--- src/rtl/rv32m_mdu_pkg.sv ---
// Shared definitions for the RV32M multiply/divide unit: funct3 codes, FSM states
// and the operand-signedness decode that decode logic also reuses.
package rv32m_mdu_pkg;

  localparam int unsigned XLEN_DEF  = 32;
  localparam int unsigned CNT_W_DEF = 6;

  typedef enum logic [1:0] {
    S_IDLE,
    S_MUL,
    S_DIV,
    S_DONE
  } state_t;

  typedef enum logic [2:0] {
    F3_MUL    = 3'd0,
    F3_MULH   = 3'd1,
    F3_MULHSU = 3'd2,
    F3_MULHU  = 3'd3,
    F3_DIV    = 3'd4,
    F3_DIVU   = 3'd5,
    F3_REM    = 3'd6,
    F3_REMU   = 3'd7
  } funct3_t;

  function automatic logic a_signed(input logic [2:0] f3);
    return !(f3 == F3_MULHU || f3 == F3_DIVU || f3 == F3_REMU);
  endfunction

  function automatic logic b_signed(input logic [2:0] f3);
    return (f3 == F3_MUL || f3 == F3_MULH || f3 == F3_DIV || f3 == F3_REM);
  endfunction

endpackage

--- src/rtl/rv32m_mdu_if.sv ---
// Execute-stage request / register-file write-back bundle for the multiply/divide unit.
interface rv32m_mdu_if #(
  parameter int unsigned XLEN = 32
);
  logic            start;
  logic [2:0]      funct3;
  logic [XLEN-1:0] rs1_val;
  logic [XLEN-1:0] rs2_val;
  logic [4:0]      rd_addr;
  logic            flush;
  logic            busy;
  logic            done;
  logic            rf_we;
  logic [4:0]      rf_wa;
  logic [XLEN-1:0] rf_wd;

  modport master (
    output start, funct3, rs1_val, rs2_val, rd_addr, flush,
    input  busy, done, rf_we, rf_wa, rf_wd
  );

  modport slave (
    input  start, funct3, rs1_val, rs2_val, rd_addr, flush,
    output busy, done, rf_we, rf_wa, rf_wd
  );
endinterface

--- src/rtl/rv32m_mdu.sv ---
// Iterative RV32M unit: shift-add multiply and restoring divide on operand magnitudes,
// sharing one XLEN+1 adder/subtractor, one bit per cycle, sign fixed up on the last step.
module rv32m_mdu
  import rv32m_mdu_pkg::*;
#(
  parameter int unsigned XLEN  = XLEN_DEF,
  parameter int unsigned CNT_W = CNT_W_DEF
) (
  input  logic       clk,
  input  logic       rstn,
  rv32m_mdu_if.slave bus
);

  state_t            state, nxt_state;
  logic [2:0]        f3_q;
  logic [4:0]        rd_q;
  logic [XLEN-1:0]   hi, lo, b_q, res_q;
  logic              neg_q;
  logic [CNT_W-1:0]  cnt;

  logic              sa, sb, div0, ovf, special, neg_in;
  logic [XLEN-1:0]   mag_a, mag_b, spec_res;

  logic              sub, div_ok;
  logic [XLEN:0]     add_x, add_y, mul_sum;
  logic [XLEN+1:0]   add_s;
  logic [XLEN-1:0]   nxt_hi, nxt_lo, div_val, fin;
  logic [2*XLEN-1:0] prod;
  logic              last;

  // Accept-time decode: magnitudes, result sign and the early-out cases
  always_comb begin
    sa       = a_signed(bus.funct3) && bus.rs1_val[XLEN-1];
    sb       = b_signed(bus.funct3) && bus.rs2_val[XLEN-1];
    mag_a    = sa ? -bus.rs1_val : bus.rs1_val;
    mag_b    = sb ? -bus.rs2_val : bus.rs2_val;
    div0     = bus.funct3[2] && (bus.rs2_val == '0);
    ovf      = (bus.funct3 == F3_DIV || bus.funct3 == F3_REM) &&
               (bus.rs1_val == {1'b1, {(XLEN-1){1'b0}}}) && (bus.rs2_val == '1);
    special  = div0 || ovf;
    spec_res = bus.funct3[1] ? (div0 ? bus.rs1_val : '0)
                             : (div0 ? '1 : bus.rs1_val);
    neg_in   = (bus.funct3[2] && bus.funct3[1]) ? sa : (sa ^ sb);
  end

  // Shared adder: MUL adds the multiplicand into hi; DIV trial-subtracts the divisor
  // from the shifted partial remainder, carry-out meaning no borrow.
  always_comb begin
    sub     = (state == S_DIV);
    add_x   = sub ? {hi, lo[XLEN-1]} : {1'b0, hi};
    add_y   = {1'b0, b_q};
    add_s   = {1'b0, add_x} + {1'b0, (sub ? ~add_y : add_y)} + {{(XLEN+1){1'b0}}, sub};
    div_ok  = add_s[XLEN+1];
    mul_sum = lo[0] ? add_s[XLEN:0] : {1'b0, hi};
    if (sub) begin
      nxt_hi = div_ok ? add_s[XLEN-1:0] : add_x[XLEN-1:0];
      nxt_lo = {lo[XLEN-2:0], div_ok};
    end else begin
      {nxt_hi, nxt_lo} = {mul_sum, lo[XLEN-1:1]};
    end
    prod = {nxt_hi, nxt_lo};
    if (neg_q) prod = -prod;
    div_val = f3_q[1] ? nxt_hi : nxt_lo;
    if (neg_q) div_val = -div_val;
    fin  = sub ? div_val : ((f3_q == F3_MUL) ? prod[XLEN-1:0] : prod[2*XLEN-1:XLEN]);
    last = (cnt == CNT_W'(XLEN - 1));
  end

  always_ff @(posedge clk or negedge rstn) begin
    if (!rstn) begin
      state <= S_IDLE;
      f3_q  <= '0;
      rd_q  <= '0;
      hi    <= '0;
      lo    <= '0;
      b_q   <= '0;
      res_q <= '0;
      neg_q <= 1'b0;
      cnt   <= '0;
    end else begin
      state <= nxt_state;
      case (state)
        S_IDLE: if (bus.start && !bus.flush) begin
          f3_q  <= bus.funct3;
          rd_q  <= bus.rd_addr;
          hi    <= '0;
          lo    <= mag_a;
          b_q   <= mag_b;
          neg_q <= neg_in;
          cnt   <= '0;
          if (special) res_q <= spec_res;
        end
        S_MUL, S_DIV: if (!bus.flush) begin
          hi  <= nxt_hi;
          lo  <= nxt_lo;
          cnt <= cnt + 1'b1;
          if (last) res_q <= fin;
        end
        default: ;
      endcase
    end
  end

  always_comb begin
    nxt_state = state;
    case (state)
      S_IDLE:
        if (bus.start && !bus.flush)
          nxt_state = special ? S_DONE : (bus.funct3[2] ? S_DIV : S_MUL);
      S_MUL, S_DIV:
        if (bus.flush)  nxt_state = S_IDLE;
        else if (last)  nxt_state = S_DONE;
      S_DONE:           nxt_state = S_IDLE;
      default:          nxt_state = S_IDLE;
    endcase
  end

  always_comb begin
    bus.busy  = (state != S_IDLE);
    bus.done  = (state == S_DONE) && !bus.flush;
    bus.rf_we = bus.done && (rd_q != '0);
    bus.rf_wa = bus.done ? rd_q : '0;
    bus.rf_wd = bus.done ? res_q : '0;
  end

endmodule

--- src/flat_wrapper.sv ---
// flat-port wrapper written by rule: the top's interface ports become plain ports
module rv32m_mdu_flat import rv32m_mdu_pkg::*;
#(
  parameter int unsigned XLEN  = XLEN_DEF,
  parameter int unsigned CNT_W = CNT_W_DEF
)
  (clk, rstn, bus_start, bus_funct3, bus_rs1_val, bus_rs2_val, bus_rd_addr, bus_flush, bus_busy, bus_done, bus_rf_we, bus_rf_wa, bus_rf_wd);
  rv32m_mdu_if #(.XLEN(XLEN)) bus_i ();
  input  logic clk;
  input  logic rstn;
  input wire logic [$bits(bus_i.start)-1:0] bus_start;
  input wire logic [$bits(bus_i.funct3)-1:0] bus_funct3;
  input wire logic [$bits(bus_i.rs1_val)-1:0] bus_rs1_val;
  input wire logic [$bits(bus_i.rs2_val)-1:0] bus_rs2_val;
  input wire logic [$bits(bus_i.rd_addr)-1:0] bus_rd_addr;
  input wire logic [$bits(bus_i.flush)-1:0] bus_flush;
  output wire logic [$bits(bus_i.busy)-1:0] bus_busy;
  output wire logic [$bits(bus_i.done)-1:0] bus_done;
  output wire logic [$bits(bus_i.rf_we)-1:0] bus_rf_we;
  output wire logic [$bits(bus_i.rf_wa)-1:0] bus_rf_wa;
  output wire logic [$bits(bus_i.rf_wd)-1:0] bus_rf_wd;
  assign bus_i.start = bus_start;
  assign bus_i.funct3 = bus_funct3;
  assign bus_i.rs1_val = bus_rs1_val;
  assign bus_i.rs2_val = bus_rs2_val;
  assign bus_i.rd_addr = bus_rd_addr;
  assign bus_i.flush = bus_flush;
  assign bus_busy = bus_i.busy;
  assign bus_done = bus_i.done;
  assign bus_rf_we = bus_i.rf_we;
  assign bus_rf_wa = bus_i.rf_wa;
  assign bus_rf_wd = bus_i.rf_wd;
  rv32m_mdu #(.XLEN(XLEN), .CNT_W(CNT_W)) u_core (.clk(clk), .rstn(rstn), .bus(bus_i));
endmodule
--- config.mk ---
export PLATFORM = sky130hd
export DESIGN_NAME = rv32m_mdu_flat
export DESIGN_NICKNAME = d
export VERILOG_FILES = /design/src/rtl/rv32m_mdu_pkg.sv /design/src/rtl/rv32m_mdu_if.sv /design/src/rtl/rv32m_mdu.sv /design/src/flat_wrapper.sv
export SDC_FILE = /design/constraint.sdc
export NUM_CORES = 1
export LEC_CHECK = 0
export BUFFER_PORTS_ARGS = -buffer_cell sky130_fd_sc_hd__buf_4
export CAP_MARGIN = 10
export CELL_PAD_IN_SITES_DETAIL_PLACEMENT = 0
export CELL_PAD_IN_SITES_GLOBAL_PLACEMENT = 1
export CORE_MARGIN = 2
export CORE_UTILIZATION = 30
export DETAILED_ROUTE_END_ITERATION = 6
export PLACE_DENSITY = 0.67
export SLEW_MARGIN = 10
export SYNTH_ARGS = -nofsm -noshare
export SYNTH_HDL_FRONTEND = slang
export SYNTH_SLANG_ARGS = --single-unit
--- constraint.sdc ---
create_clock -name clk -period 7.4 [get_ports clk]
set_clock_uncertainty 0.2 [all_clocks]
set_input_delay 0.74 -clock clk [delete_from_list [all_inputs] [get_ports clk]]
set_output_delay 0.74 -clock clk [all_outputs]
set_load 0.005 [all_outputs]
* Word-level counts from Yosys, hierarchy flattened
Cells that the tools add are included.
** Cells by class
- Magnitude comparators :: 0
- Add/sub/neg operators :: 7
- Div/mod/pow operators :: 0
- Equal/unequal tests :: 17
- Multiply operators :: 0
- Bitwise logic cells :: 2
- Muxes and demuxes :: 39
- Reductions and logical operators :: 30
- Shift operators :: 0
** Operators by type and width (count)
- $mux W32 :: 21
- $pmux W32 S2 :: 3
- $mux W33 :: 3
- $neg A32 Y32 :: 3
- $eq A32 B32 Y1 const B :: 2
- $mux W64 :: 1
- $neg A64 Y64 :: 1
- $add A33 B33 Y34 :: 1
- $add A34 B1 Y34 :: 1
- $not A32 Y33 :: 1
- $logic_not A32 Y1 :: 1
- $eq A3 B3 Y1 const B :: 4
- $mux W6 :: 2
- $pmux W6 S2 :: 1
- $mux W2 :: 5
- $logic_and A1 B1 Y1 :: 9
- $logic_or A1 B1 Y1 :: 7
- $add A6 B1 Y6 const B :: 1
- $eq A6 B5 Y1 const B :: 1
- $logic_not A3 Y1 :: 2
- $ne A2 B1 Y1 const B :: 3
- $pmux W2 S3 :: 1
- $mux W5 :: 1
- $reduce_and A5 Y1 :: 1
- 15 further kinds :: 19
** Word-level totals
- Memories :: 0
- Bits in writable memories :: 0
- Logic and storage cells :: 104
- Bits of input ports :: 76
- Latch bits :: 0
- Flip-flop bits (word level) :: 145
- Bits in read-only memories :: 0

* Depth between registers and ports, before layout
Gate-level depths: netlist of run 1.
- Depth after elaboration :: 13
- Depth in mapped cells :: 35

* Worst setup path before layout of run 1
OpenSTA, ideal clock, no wires.
- Path type :: register to register
- Start point :: register u_core.state[0]
- End point :: register u_core.res_q[16]
- Cell stages (with the launch flop) :: 35
- Slack :: -679 ps
- Setup time :: 126 ps
- Arrival :: 7753 ps
- Path through :: dfrtp_1 inv_1 ha_1 buf_2 buf_4 buf_2 buf_2 buf_2 buf_2 clkbuf_1 clkbuf_1 xor2_1 ha_1 a21oi_1 o21ai_1 a221oi_4 a21o_4 nand2_2 buf_2 buf_4 nor2_1 ha_1 o21a_1 nand4_1 or2_1 or3_1 buf_2 or3b_1 a211o_1 nor2_2 nand3_1 o21ai_1 xor2_1 a21o_1 a221o_1
** On the way
- Cells in the longest elaborated chain, start to end :: 13
- Elaborated cells between the ends (all ways) :: 28
- Classes of those cells :: 4 x add/sub; 6 x eq/ne; 14 x mux; 4 x reduce/logical
** Ends and longest elaborated chain
- from (decl) :: line rv32m_mdu.sv:14 : state_t state, nxt_state;
- from (signal assigned) :: line rv32m_mdu.sv:81 : state <= nxt_state;
- $eq A2 B2 Y1 :: line rv32m_mdu.sv:49, rv32m_mdu.sv:82
- $mux W33 (on tied branches) :: line rv32m_mdu.sv:50, rv32m_mdu.sv:52
- $add A33 B33 Y34 :: line rv32m_mdu.sv:52 : add_s = {1'b0, add_x} + {1'b0, (sub ? ~add_y : add_y)} + {{(XLEN+1){1'b0}}, sub};
- $add A34 B1 Y34 :: line rv32m_mdu.sv:52
- $mux W33 / $mux W32 (equally long branches) :: line rv32m_mdu.sv:54, rv32m_mdu.sv:56
- $mux W32 :: line rv32m_mdu.sv:55 : if (sub) begin
- $neg A64 Y64 / $mux W32 (equally long branches) :: line rv32m_mdu.sv:62, rv32m_mdu.sv:63
- $mux W64 / $neg A32 Y32 (equally long branches) :: line rv32m_mdu.sv:62, rv32m_mdu.sv:64
- $mux W32 (on tied branches) :: line rv32m_mdu.sv:65, rv32m_mdu.sv:64
- $mux W32 :: line rv32m_mdu.sv:65 : fin = sub ? div_val : ((f3_q == F3_MUL) ? prod[XLEN-1:0] : prod[2*XLEN-1:XLEN]);
- $mux W32 :: line rv32m_mdu.sv:97 : if (last) res_q <= fin;
- $mux W32 :: line rv32m_mdu.sv:93 : S_MUL, S_DIV: if (!bus.flush) begin
- $pmux W32 S2 :: line rv32m_mdu.sv:82 : case (state)
- to (signal assigned) :: line rv32m_mdu.sv:91 : if (special) res_q <= spec_res;
- to (signal assigned) :: line rv32m_mdu.sv:97
- to (decl) :: line rv32m_mdu.sv:17 : logic [XLEN-1:0] hi, lo, b_q, res_q;
Several ways; a longest one is shown, not always the timed one. The select of a mux whose other input is x is not followed.
A chain may end at the register's enable or synchronous reset.

* Worst setup path in the final report of run 1
- Start point :: register u_core.state[0]
- End point :: register u_core.res_q[26]
Same word-level chain as after synthesis.

==> results of run 1 <==
registers in the layout, summed over array words and instances (netlist names):
signal,flops
u_core.b_q,32
u_core.hi,32
u_core.lo,32
u_core.res_q,32
u_core.cnt,6
u_core.rd_q,5
u_core.f3_q,3
u_core.state,2
u_core.neg_q,1
what timing repair did:
item / in CTS / in global routing
gates resized for setup: 0 / 4
buffers inserted: 0 / 3
setup endpoints to repair: 0 / 13
how the worst min path moves through the flow:
| stage | from | slack (ns) | to |
|---|---|---|---|
| 4_1_cts | rstn | 0.06 | u_core.b_q[19] |
| 5_1_grt | rstn | 0.10 | u_core.b_q[19] |
| 2_1_floorplan | u_core.res_q[19] | 0.23 | u_core.res_q[19] |
| 3_5_place_dp | u_core.res_q[3] | 0.27 | u_core.res_q[3] |
| 6_report | rstn | 0.06 | u_core.b_q[28] |
| 3_3_place_gp | u_core.res_q[2] | 0.26 | u_core.res_q[2] |
cell usage in the layout, fill, tap and decap left out, types with 8 or more instances in the layout:
cell / count
a211oi_1: 21
a21o_1: 35
a21oi_1: 174
a22oi_1: 9
a311oi_1: 11
a31o_2: 11
a31oi_1: 25
and2_1: 53
and3_1: 29
buf_4: 182
clkbuf_16: 17
dfrtp_1: 143
ha_1: 39
inv_1: 40
maj3_1: 28
mux2_2: 58
mux2i_1: 45
nand2_1: 294
nand2b_1: 14
nand3_1: 62
nand4_1: 33
nor2_1: 191
nor2b_1: 16
nor3_1: 54
nor3b_1: 9
nor4_1: 23
o211ai_1: 23
o21a_1: 12
o21ai_0: 186
o21ai_1: 28
o22ai_1: 38
o31ai_1: 40
o41ai_1: 8
or3_1: 22
or4_1: 13
xnor2_1: 71
xor2_1: 88
cell type report:
cell class	instances	area, um2	share of cell area, %
clock inverter	15	108	0.564
tap	748	936	4.91
clock buffer	17	425	2.23
multi-input combinational	1933	12400	64.9
sequential	145	3630	19.0
timing repair buffer	186	1430	7.51
antenna	2	5.00	0.0262
inverter	42	158	0.827
logic make-up after synthesis:
family                   Yosys count  share of synthesized area, %
AND/OR/NAND/NOR                  859                          24.8
XOR/XNOR                         159                          8.32
multiplexers                     105                          6.75
AO/OA/AOI/OAI                    739                          28.7
adder cells (fa/ha/maj)           71                          4.94
buffers and inverters            204                          4.87
flip-flops                       145                          21.7
layer usage:
layer | vias to the layer above | GRT usage, %
met5 | - | 0
met2 | 719 | 41.9
met1 | 8925 | 35.1
li1 | 8489 | -
met4 | 8 | 11.9
met3 | 162 | 4.41
synthesized netlist by cell type, types with 11 or more instances:
library cell and count:
nor3_1 55, mux2_2 58, nand2b_1 14, and3_1 29
or4_1 13, o21ai_0 186, xnor2_1 71, nor2_1 195
o211ai_1 23, a211oi_1 21, a311oi_1 11, ha_1 42
buf_1 16, inv_1 40, mux2i_1 45, nand3_1 62
o31ai_1 40, o21ai_1 29, and2_1 53, nand4_1 33
o21a_1 12, buf_2 27, o22ai_1 38, or3_1 23
a21o_1 35, a21oi_1 176, xor2_1 88, nand2_1 294
nor2b_1 17, dfrtp_1 145, nor4_1 24, a31oi_1 25
a31o_2 11, maj3_1 28, clkbuf_1 116
power by group:
part | total (mW) | internal (mW) | switching (mW) | leakage [nW]
registers | 1.59 | 1.14 | 0.443 | 1.83
logic | 8.91 | 3.09 | 5.82 | 5.67
clock network | 0.856 | 0.429 | 0.427 | 0.268
total | 11.4 | 4.66 | 6.69 | 7.77
==> impl_results.md, run 1 <==
- Root buffer cell: clkbuf_16
- CP bufs+invs: 2
- Placed cell count: 3051
- Post-synth ARST share: 100%
- DRC viols: 0
- Final WL: 76000 um
- Worst R2R Setup Slack: 0.37 ns
- Area growth syn-to-layout: 14.0%
- Hold_ws: 0.0587 ns
- Post-DP HPWL: 58600 um
- Syn Area/Cell: 7.33 um2
- Total CTS buffers: 17
- Status: finished, final reports clean
- Final Hold Viols: 0
- Syn_nets: 2401
- CP required: 7.57 ns
- Io pins: 116
- Drt first pass iters: 6
- Final cell count without fillers: 3088
- Die H: 240 um
- Max Used Layer: met5
- CP peak stage delay: 0.53 ns
- Metal3 WL: 4780 um
- Crit-path cells: inv_1 -> ha_4 -> buf_8 -> mux2_2 -> ha_1 -> a21o_1 -> a211oi_1 -> o22ai_1 -> a21oi_2 -> nand2_2 -> nor2_2 -> ha_1 -> o21a_1 -> nand4_1 -> or2_1 -> or3_1 -> or3b_1 -> a211o_1 -> nor2_2 -> nand3_1 -> o31ai_1 -> xor2_1 -> o32ai_1 -> o31ai_1
- Post-synth EDFFs: 0
- Clock-pin transition on the worst setup and hold timing paths: 0.07 ns
- # port buffers: 115
- Yosys reg bits: 145
- Routability cong.: 0.996
- Layout cell share with drive strength beyond 1: 14.7%
- DIE WIDTH: 240 um
- CTS tree: built
- Routed met2 length: 34700 um
- H-tree levels: 4
- Total Power: 11.4 mW
- Max-cap viol count: 0
- Critical setup path kind: flop to flop
- Via count: 18.3k
- RSZ-0062 raised after global routing: no
- Worst Path Max Fanout: 10
- Setup ws final: 0.368 ns
- CTS sink count: 145
- Maximum vdd drop: 0.000483 V
- Hold WC Path Type: input pin to asynchronous set/reset pin
- Total GRT Usage: 26.4%
- DR WL/cell: 24.6 um
- Period utilization: 95.0%
- 1st-iter DRT viols: 1929
- Setup_tns: 0 ns
- Post-Synthesis Cells: 2282
- Largest net degree at the start of global routing: 78
- CTS Buffer Depth: 2
- Cells on worst reg2reg path: 24
- Critical path's top delay family: simple AND/OR/NAND/NOR gates
- Fin util: 34.6%
- Final Net Count: 2444
- Post-Syn Area: 16700 um2
- Max Freq: 142 MHz
- Register area share after synthesis: 21.7%
- Worst flop-to-flop path endpoint: u_core.res_q[26]
- Ys flop type: dfrtp_1
- Std cell rows: 86
- CP arrival: 7.20 ns
- Slew headroom: 26.6%
- Crit path capture: u_core.res_q[26]
- Final min period: 7.03 ns
- Vias per inst: 5.93
- Largest area contributor in the netlist: dfrtp_1
- Core Area: 55100 um2
- Dpl cell area: 18500 um2
- Antenna-violating nets left: 0
- WP depth: 24
- Clk_lat worst skew: 0.51 ns
- Synth area leaders: dfrtp_1, nand2_1, o21ai_0
- Yosys warns: 0
- Critical-path top delay cell: or3_1
- Post-synth top area share: 21.7%
- Design area: 19100 um2
- Slew @ Worst Pin: 1.10 ns
- Fillers: 5954
- PwrDens: 595 nW/um2
- Setup WS pre-CTS: 0.0622 ns
- Reg-to-reg startpoint: u_core.state[0]
- Crit. End Element: flop
- Endpoints failing setup: 0
- CTS Hold Buffers Added: 0
- Vias in the first global route: 17.6k
- Synth cell types: 104
- Starting Density: 30.4%
- Routed met1 length: 33200 um
- Overflow left after global routing: 0
- Critical path origin: u_core.state[0]
- Leak: 7.77 nW
- Initial antenna violation count: 7
- First-pass GRT wire length: 114000 um
- Startpoint types: flop
- Max-slew violation count: 0
- Die area: 57700 um2
Note: power is estimated with default switching activity, not from simulation.
==> run 2: changes to the inputs <==
==> constraint.sdc (replaced) <==
create_clock -name clk -period 6.3 [get_ports clk]
set_clock_uncertainty 0.2 [all_clocks]
set_input_delay 0.63 -clock clk [delete_from_list [all_inputs] [get_ports clk]]
set_output_delay 0.63 -clock clk [all_outputs]
set_load 0.005 [all_outputs]
==> run 2 against run 1 <==
Net effect: core utilization up 1.4 points; first-iteration DRC count up 3.6%; clock-buffer cell count up 5; non-clock buffer count up 86; via count up 2.6%; register-to-register slack worse by 0.17 ns; largest cell class unchanged; highest routed layer unchanged.
==> impl_results.md, run 2 (synthesis results as in run 1) <==
- Crit-path cells: inv_2 -> ha_4 -> clkbuf_8 -> buf_4 -> mux2_2 -> ha_1 -> buf_4 -> nand4_1 -> nor3_1 -> nand2b_1 -> a21oi_4 -> buf_12 -> o21ai_1 -> a31o_2 -> or4_1 -> nor2_2 -> nand3_1 -> buf_4 -> nor2_1 -> o22ai_1 -> a221oi_1 -> o41ai_1 (was inv_1 -> ha_4 -> buf_8 -> mux2_2 -> ha_1 -> a21o_1 -> a211oi_1 -> o22ai_1 -> a21oi_2 -> nand2_2 -> nor2_2 -> ha_1 -> o21a_1 -> nand4_1 -> or2_1 -> or3_1 -> or3b_1 -> a211o_1 -> nor2_2 -> nand3_1 -> o31ai_1 -> xor2_1 -> o32ai_1 -> o31ai_1)
- Overflow left after global routing: 0 (unchanged)
- Worst Path Max Fanout: 24 (was 10)
- Slew @ Worst Pin: 0.959 ns (was 1.10 ns)
- Antenna-violating nets left: 0 (unchanged)
- Final min period: 6.11 ns (was 7.03 ns)
- Total area of sequential cells: 3630 um2 (unchanged)
- # port buffers: 115 (unchanged)
- Largest net degree at the start of global routing: 78 (unchanged)
- Die H: 240 um (unchanged)
- Starting Density: 30.4% (unchanged)
- Worst R2R Setup Slack: 0.19 ns (was 0.37 ns)
- Clk_lat worst skew: 0.51 ns (about the same)
- Setup ws final: 0.194 ns (was 0.368 ns)
- CP required: 6.47 ns (was 7.57 ns)
- Final WL: 78700 um (was 76000 um)
- Initial antenna violation count: 2 (was 7)
- Total CTS buffers: 17 (unchanged)
- DR WL/cell: 24.8 um (was 24.6 um)
- Critical setup path kind: flop to flop (unchanged)
- Most frequent CP cell: buf_4
- Hold_ws: 0.158 ns (was 0.0587 ns)
- Diodes inserted: 0 (was 2)
- Startpoint types: flop (unchanged)
- Period utilization: 96.9% (was 95.0%)
- Max Freq: 164 MHz (was 142 MHz)
- Endpoints failing setup: 0 (unchanged)
- Area occupied by multi-input gates: 12500 um2 (was 12400 um2)
- Via count: 18.8k (was 18.3k)
- Vias in the first global route: 17.6k (about the same)
- Area growth syn-to-layout: 18.7% (was 14.0%)
- CP arrival: 6.27 ns (was 7.20 ns)
- Critical path's top delay family: simple AND/OR/NAND/NOR gates (unchanged)
- CTS sink count: 145 (unchanged)
- Die area: 57700 um2 (unchanged)
- Hold WC Path Type: input pin to flop (was input pin to asynchronous set/reset pin)
- RSZ-0062 raised after global routing: no (unchanged)
- Root buffer cell: clkbuf_16 (unchanged)
- Crit. End Element: flop (unchanged)
- CP bufs+invs: 6 (was 2)
- Final Net Count: 2530 (was 2444)
- Setup WS pre-CTS: 0.0128 ns (was 0.0622 ns)
- DIE WIDTH: 240 um (unchanged)
- Total GRT Usage: 27.1% (was 26.4%)
- Drt first pass iters: 6 (unchanged)
- First-pass GRT wire length: 116000 um (was 114000 um)
- CP peak stage delay: 0.63 ns (was 0.53 ns)
- Post-DP HPWL: 61100 um (was 58600 um)
- Status: finished, final reports clean (unchanged)
- CTS Buffer Depth: 2 (unchanged)
- Layout cell share with drive strength beyond 1: 18.3% (was 14.7%)
- Max-cap viol count: 0 (unchanged)
- Fillers: 5919 (was 5954)
- CTS tree: built (unchanged)
- Io pins: 116 (unchanged)
- Core Area: 55100 um2 (unchanged)
- H-tree levels: 4 (unchanged)
- Critical-path top delay cell: or4_1 (was or3_1)
- Clock-pin transition on the worst setup and hold timing paths: 0.07 ns (about the same)
- Final Hold Viols: 0 (unchanged)
- Most frequent cells in the layout: nand2_1, buf_4, nor2_1 (was nand2_1, nor2_1, o21ai_0)
- DRC viols: 0 (unchanged)
- Routability cong.: 0.968 (was 0.996)
- Std cell rows: 86 (unchanged)
- Most common cell after layout, fill and taps aside: nand2_1 (unchanged)
- Max-slew violation count: 0 (unchanged)
- 1st-iter DRT viols: 1999 (was 1929)
- Slew headroom: 35.4% (was 26.6%)
- Vias per inst: 5.92 (was 5.93)
run 2: cell count changes in the layout (fill, tap and decap cells not counted), sizes merged:
cell | before | now
clkinv | 10 | 5
buf | 186 | 270
bufinv | 0 | 2
diode | 2 | 0
dlygate4sd3 | 0 | 1
inv | 46 | 42
clkbuf | 17 | 23
clkinvlp | 1 | 3
run 2: final timing paths:
check | end | depth (start not counted) | start
worst max-delay path | u_core.res_q[19] | 22 | u_core.state[0]
min in group asynchronous | u_core.b_q[28] | 2 | rstn
worst min-delay path | u_core.rd_q[3] | 2 | bus_rd_addr[3]
max in group asynchronous | u_core.lo[7] | 3 | rstn
worst max register to register | u_core.res_q[19] | 22 | u_core.state[0]
worst min register to register | u_core.res_q[9] | 2 | u_core.res_q[9]
run 2: repair_timing:
item	CTS	global route
buffers inserted	1	8
endpoints found under the setup margin	1	13
resized for setup	0	6
hold buffers	1	0
hold endpoints to repair	52	0
run 2: layout make-up:
class	count	area share (%)
tap	748	4.71
sequential	145	18.3
clock inverter	10	0.561
inverter	42	0.794
multi-input combinational	1933	62.8
timing repair buffer	272	10.6
clock buffer	22	2.29
run 2: through the flow:
step | cell area, um2 | std cells | setup TNS (ns) | utilization [%]
floorplan | 17000 | 2282 | -2.95 | -
global route | 19900 | 3172 | 0 | 36.0
finish | 19900 | 3172 | 0 | 36.0
CTS | 19700 | 3164 | 0 | 35.8
global placement | 19200 | 3130 | 0 | 34.8
detailed placement | 19200 | 3130 | 0 | 34.8
run 2: per-layer routing:
layer	wire length [um]	up-vias	track usage [%]
met1	35000	9232	37.4
met2	35900	762	42.8
met3	5470	106	4.66
met4	2320	4	9.07
li1	-	8669	-
met5	23	-	0
run 2: worst register-to-register path, delay by kind of cell, from the launching register on:
family	cells	cell delay [ns]
buffers and inverters	6	1.07
flip-flops	1	0.42
multiplexers	1	0.35
AO/OA/AOI/OAI	6	1.56
adder cells (fa/ha/maj)	2	0.47
AND/OR/NAND/NOR	7	1.92
Power of run 2 is not shown: default switching activity piles up to over one toggle a cycle in this logic, so the estimate is an artifact.
==> run 3: changes to the inputs <==
--- a/config.mk
+++ b/config.mk
@@ -10,9 +10,9 @@
 export CELL_PAD_IN_SITES_DETAIL_PLACEMENT = 0
 export CELL_PAD_IN_SITES_GLOBAL_PLACEMENT = 1
 export CORE_MARGIN = 2
-export CORE_UTILIZATION = 30
+export CORE_UTILIZATION = 46
 export DETAILED_ROUTE_END_ITERATION = 6
-export PLACE_DENSITY = 0.67
+export PLACE_DENSITY = 0.89
 export SLEW_MARGIN = 10
 export SYNTH_ARGS = -nofsm -noshare
 export SYNTH_HDL_FRONTEND = slang
==> constraint.sdc (replaced) <==
create_clock -name clk -period 6.4 [get_ports clk]
set_clock_uncertainty 0.2 [all_clocks]
set_input_delay 0.64 -clock clk [delete_from_list [all_inputs] [get_ports clk]]
set_output_delay 0.64 -clock clk [all_outputs]
set_load 0.005 [all_outputs]
==> run 3 against run 2 <==
Net effect: setup slack improved by 0.053 ns; register-to-register slack improved by 0.05 ns; wire length fell by 4.8%; global-route usage rose by 12 points.
==> impl_results.md, run 3 (synthesis results as in run 1) <==
- Most frequent CP cell: buf_4 (unchanged)
- Initial antenna violation count: 2 (unchanged)
- Hold WC Path Type: input pin to asynchronous set/reset pin (was input pin to flop)
- Largest net degree at the start of global routing: 94 (was 78)
- Final Hold Viols: 0 (unchanged)
- Routability cong.: 1.03 (was 0.968)
- Clk_lat worst skew: 0.47 ns (was 0.51 ns)
- DRC viols: 0 (unchanged)
- Drt first pass iters: 5 (was 6)
- CP required: 6.55 ns (was 6.47 ns)
- Slew headroom: 16.7% (was 35.4%)
- CTS sink count: 145 (unchanged)
- Io pins: 116 (unchanged)
- Antenna-violating nets left: 0 (unchanged)
- Overflow left after global routing: 0 (unchanged)
- Critical setup path kind: flop to flop (unchanged)
- Max Freq: 163 MHz (was 164 MHz)
- Total GRT Usage: 39.3% (was 27.1%)
- CTS tree: built (unchanged)
- Status: finished, final reports clean (unchanged)
- Crit. End Element: flop (unchanged)
- Final cell count without fillers: 2873 (was 3172)
- Area growth syn-to-layout: 16.2% (was 18.7%)
- Root buffer cell: clkbuf_16 (unchanged)
- Startpoint types: flop (unchanged)
- CTS Buffer Depth: 2 (unchanged)
- # port buffers: 115 (unchanged)
- CTS Hold Buffers Added: 0 (was 1)
- Crit-path cells: inv_2 -> ha_4 -> buf_4 -> buf_12 -> mux2_2 -> ha_1 -> buf_4 -> a21oi_1 -> buf_4 -> nand2_1 -> o21bai_1 -> buf_4 -> a21oi_1 -> or3_1 -> a31oi_1 -> a21o_1 -> and4_1 -> nand3_1 -> buf_4 -> o311ai_1 -> o41ai_1 -> a21oi_1 -> o21ai_1 (was inv_2 -> ha_4 -> clkbuf_8 -> buf_4 -> mux2_2 -> ha_1 -> buf_4 -> nand4_1 -> nor3_1 -> nand2b_1 -> a21oi_4 -> buf_12 -> o21ai_1 -> a31o_2 -> or4_1 -> nor2_2 -> nand3_1 -> buf_4 -> nor2_1 -> o22ai_1 -> a221oi_1 -> o41ai_1)
- First-pass GRT wire length: 113000 um (was 116000 um)
- Slew @ Worst Pin: 1.24 ns (was 0.959 ns)
- Period utilization: 96.1% (was 96.9%)
- Final min period: 6.15 ns (was 6.11 ns)
- H-tree levels: 4 (unchanged)
- Most frequent cells in the layout: nand2_1, buf_4, nor2_1 (unchanged)
- Setup WS pre-CTS: -0.0215 ns (was 0.0128 ns)
- Vias per inst: 6.57 (was 5.92)
- Clock-pin transition on the worst setup and hold timing paths: 0.07 ns (about the same)
- Max-cap viol count: 0 (unchanged)
- Layout cell share with drive strength beyond 1: 17.8% (was 18.3%)
- CP arrival: 6.30 ns (was 6.27 ns)
- Hold_ws: 0.0965 ns (was 0.158 ns)
- DIE WIDTH: 195 um (was 240 um)
- Vias in the first global route: 18.3k (was 17.6k)
- Placed cell count: 2834 (was 3130)
- Critical-path top delay cell: o21bai_1 (was or4_1)
- CP bufs+invs: 7 (was 6)
- Worst Path Max Fanout: 17 (was 24)
- Final Net Count: 2519 (was 2530)
- Post-DP HPWL: 57600 um (was 61100 um)
- CP peak stage delay: 0.49 ns (was 0.63 ns)
- Core Area: 35700 um2 (was 55100 um2)
- RSZ-0062 raised after global routing: no (unchanged)
- 1st-iter DRT viols: 2084 (was 1999)
- Setup ws final: 0.247 ns (was 0.194 ns)
- Max-slew violation count: 0 (unchanged)
- Critical path's top delay family: compound AO/OA/AOI/OAI gates (was simple AND/OR/NAND/NOR gates)
- Final WL: 75000 um (was 78700 um)
- Starting Density: 46.9% (was 30.4%)
- Setup_tns: 0 ns (unchanged)
- Total CTS buffers: 17 (unchanged)
- Endpoints failing setup: 0 (unchanged)
- Fillers: 3504 (was 5919)
- Most common cell after layout, fill and taps aside: nand2_1 (unchanged)
- Die area: 37900 um2 (was 57700 um2)
- Die H: 195 um (was 240 um)
- Via count: 18.9k (was 18.8k)
- DR WL/cell: 26.1 um (was 24.8 um)
- Std cell rows: 69 (was 86)
run 3: cell count changes in the layout (fill, tap and decap cells not counted), sizes merged:
cell	change
dlygate4sd3	-1
bufinv	+2
diode	+1
clkinv	-2
buf	-9
clkinvlp	-1
clkbuf	-2
run 3: routing by layer:
metal / up-vias / global-route usage (%) / wire length (um) / part of all wire [%]
met5: - / 0 / 0 / 0
met4: 0 / 17.5 / 3250 / 4.3
met3: 175 / 6.51 / 5820 / 7.8
met2: 922 / 61.4 / 33600 / 45
met1: 9172 / 53.3 / 32300 / 43
li1: 8616 / - / - / -
run 3: metrics by stage:
step / util [%] / cell area, um2
after floorplan: - / 17000
after global placement: 52.5 / 18700
after detailed placement: 52.5 / 18700
after CTS: 54.3 / 19300
after global routing: 54.5 / 19400
final: 54.5 / 19400
run 3: path summary, 6_finish.rpt:
path | start | to | slack, ns | depth (start not counted)
worst max-delay path | u_core.state[0] | u_core.res_q[27] | 0.25 | 23
worst min-delay path | rstn | u_core.hi[5] | 0.1 | 1
worst max register to register | u_core.state[0] | u_core.res_q[27] | 0.25 | 23
worst min register to register | u_core.res_q[19] | u_core.res_q[19] | 0.27 | 2
max in group asynchronous | rstn | u_core.neg_q | 4.50 | 2
min in group clk | bus_rd_addr[4] | u_core.rd_q[4] | 0.21 | 2
run 3: timing repair:
item | in CTS | in global routing
setup endpoints to repair | 2 | 22
resized for setup | 0 | 6
pin swaps | 0 | 1
buffers inserted | 1 | 7
run 3: cell type report:
cell class	count	area, um2	area share, %
diodes	1	2.50	0.0129
clock buffers	21	450	2.32
clock inverters	9	158	0.811
inverters	42	158	0.811
multi-input cells	1933	12500	64.1
flip-flops and latches	145	3630	18.7
well taps	461	577	2.97
repair buffers	261	2000	10.3
Power of run 3 is left out for the same reason.
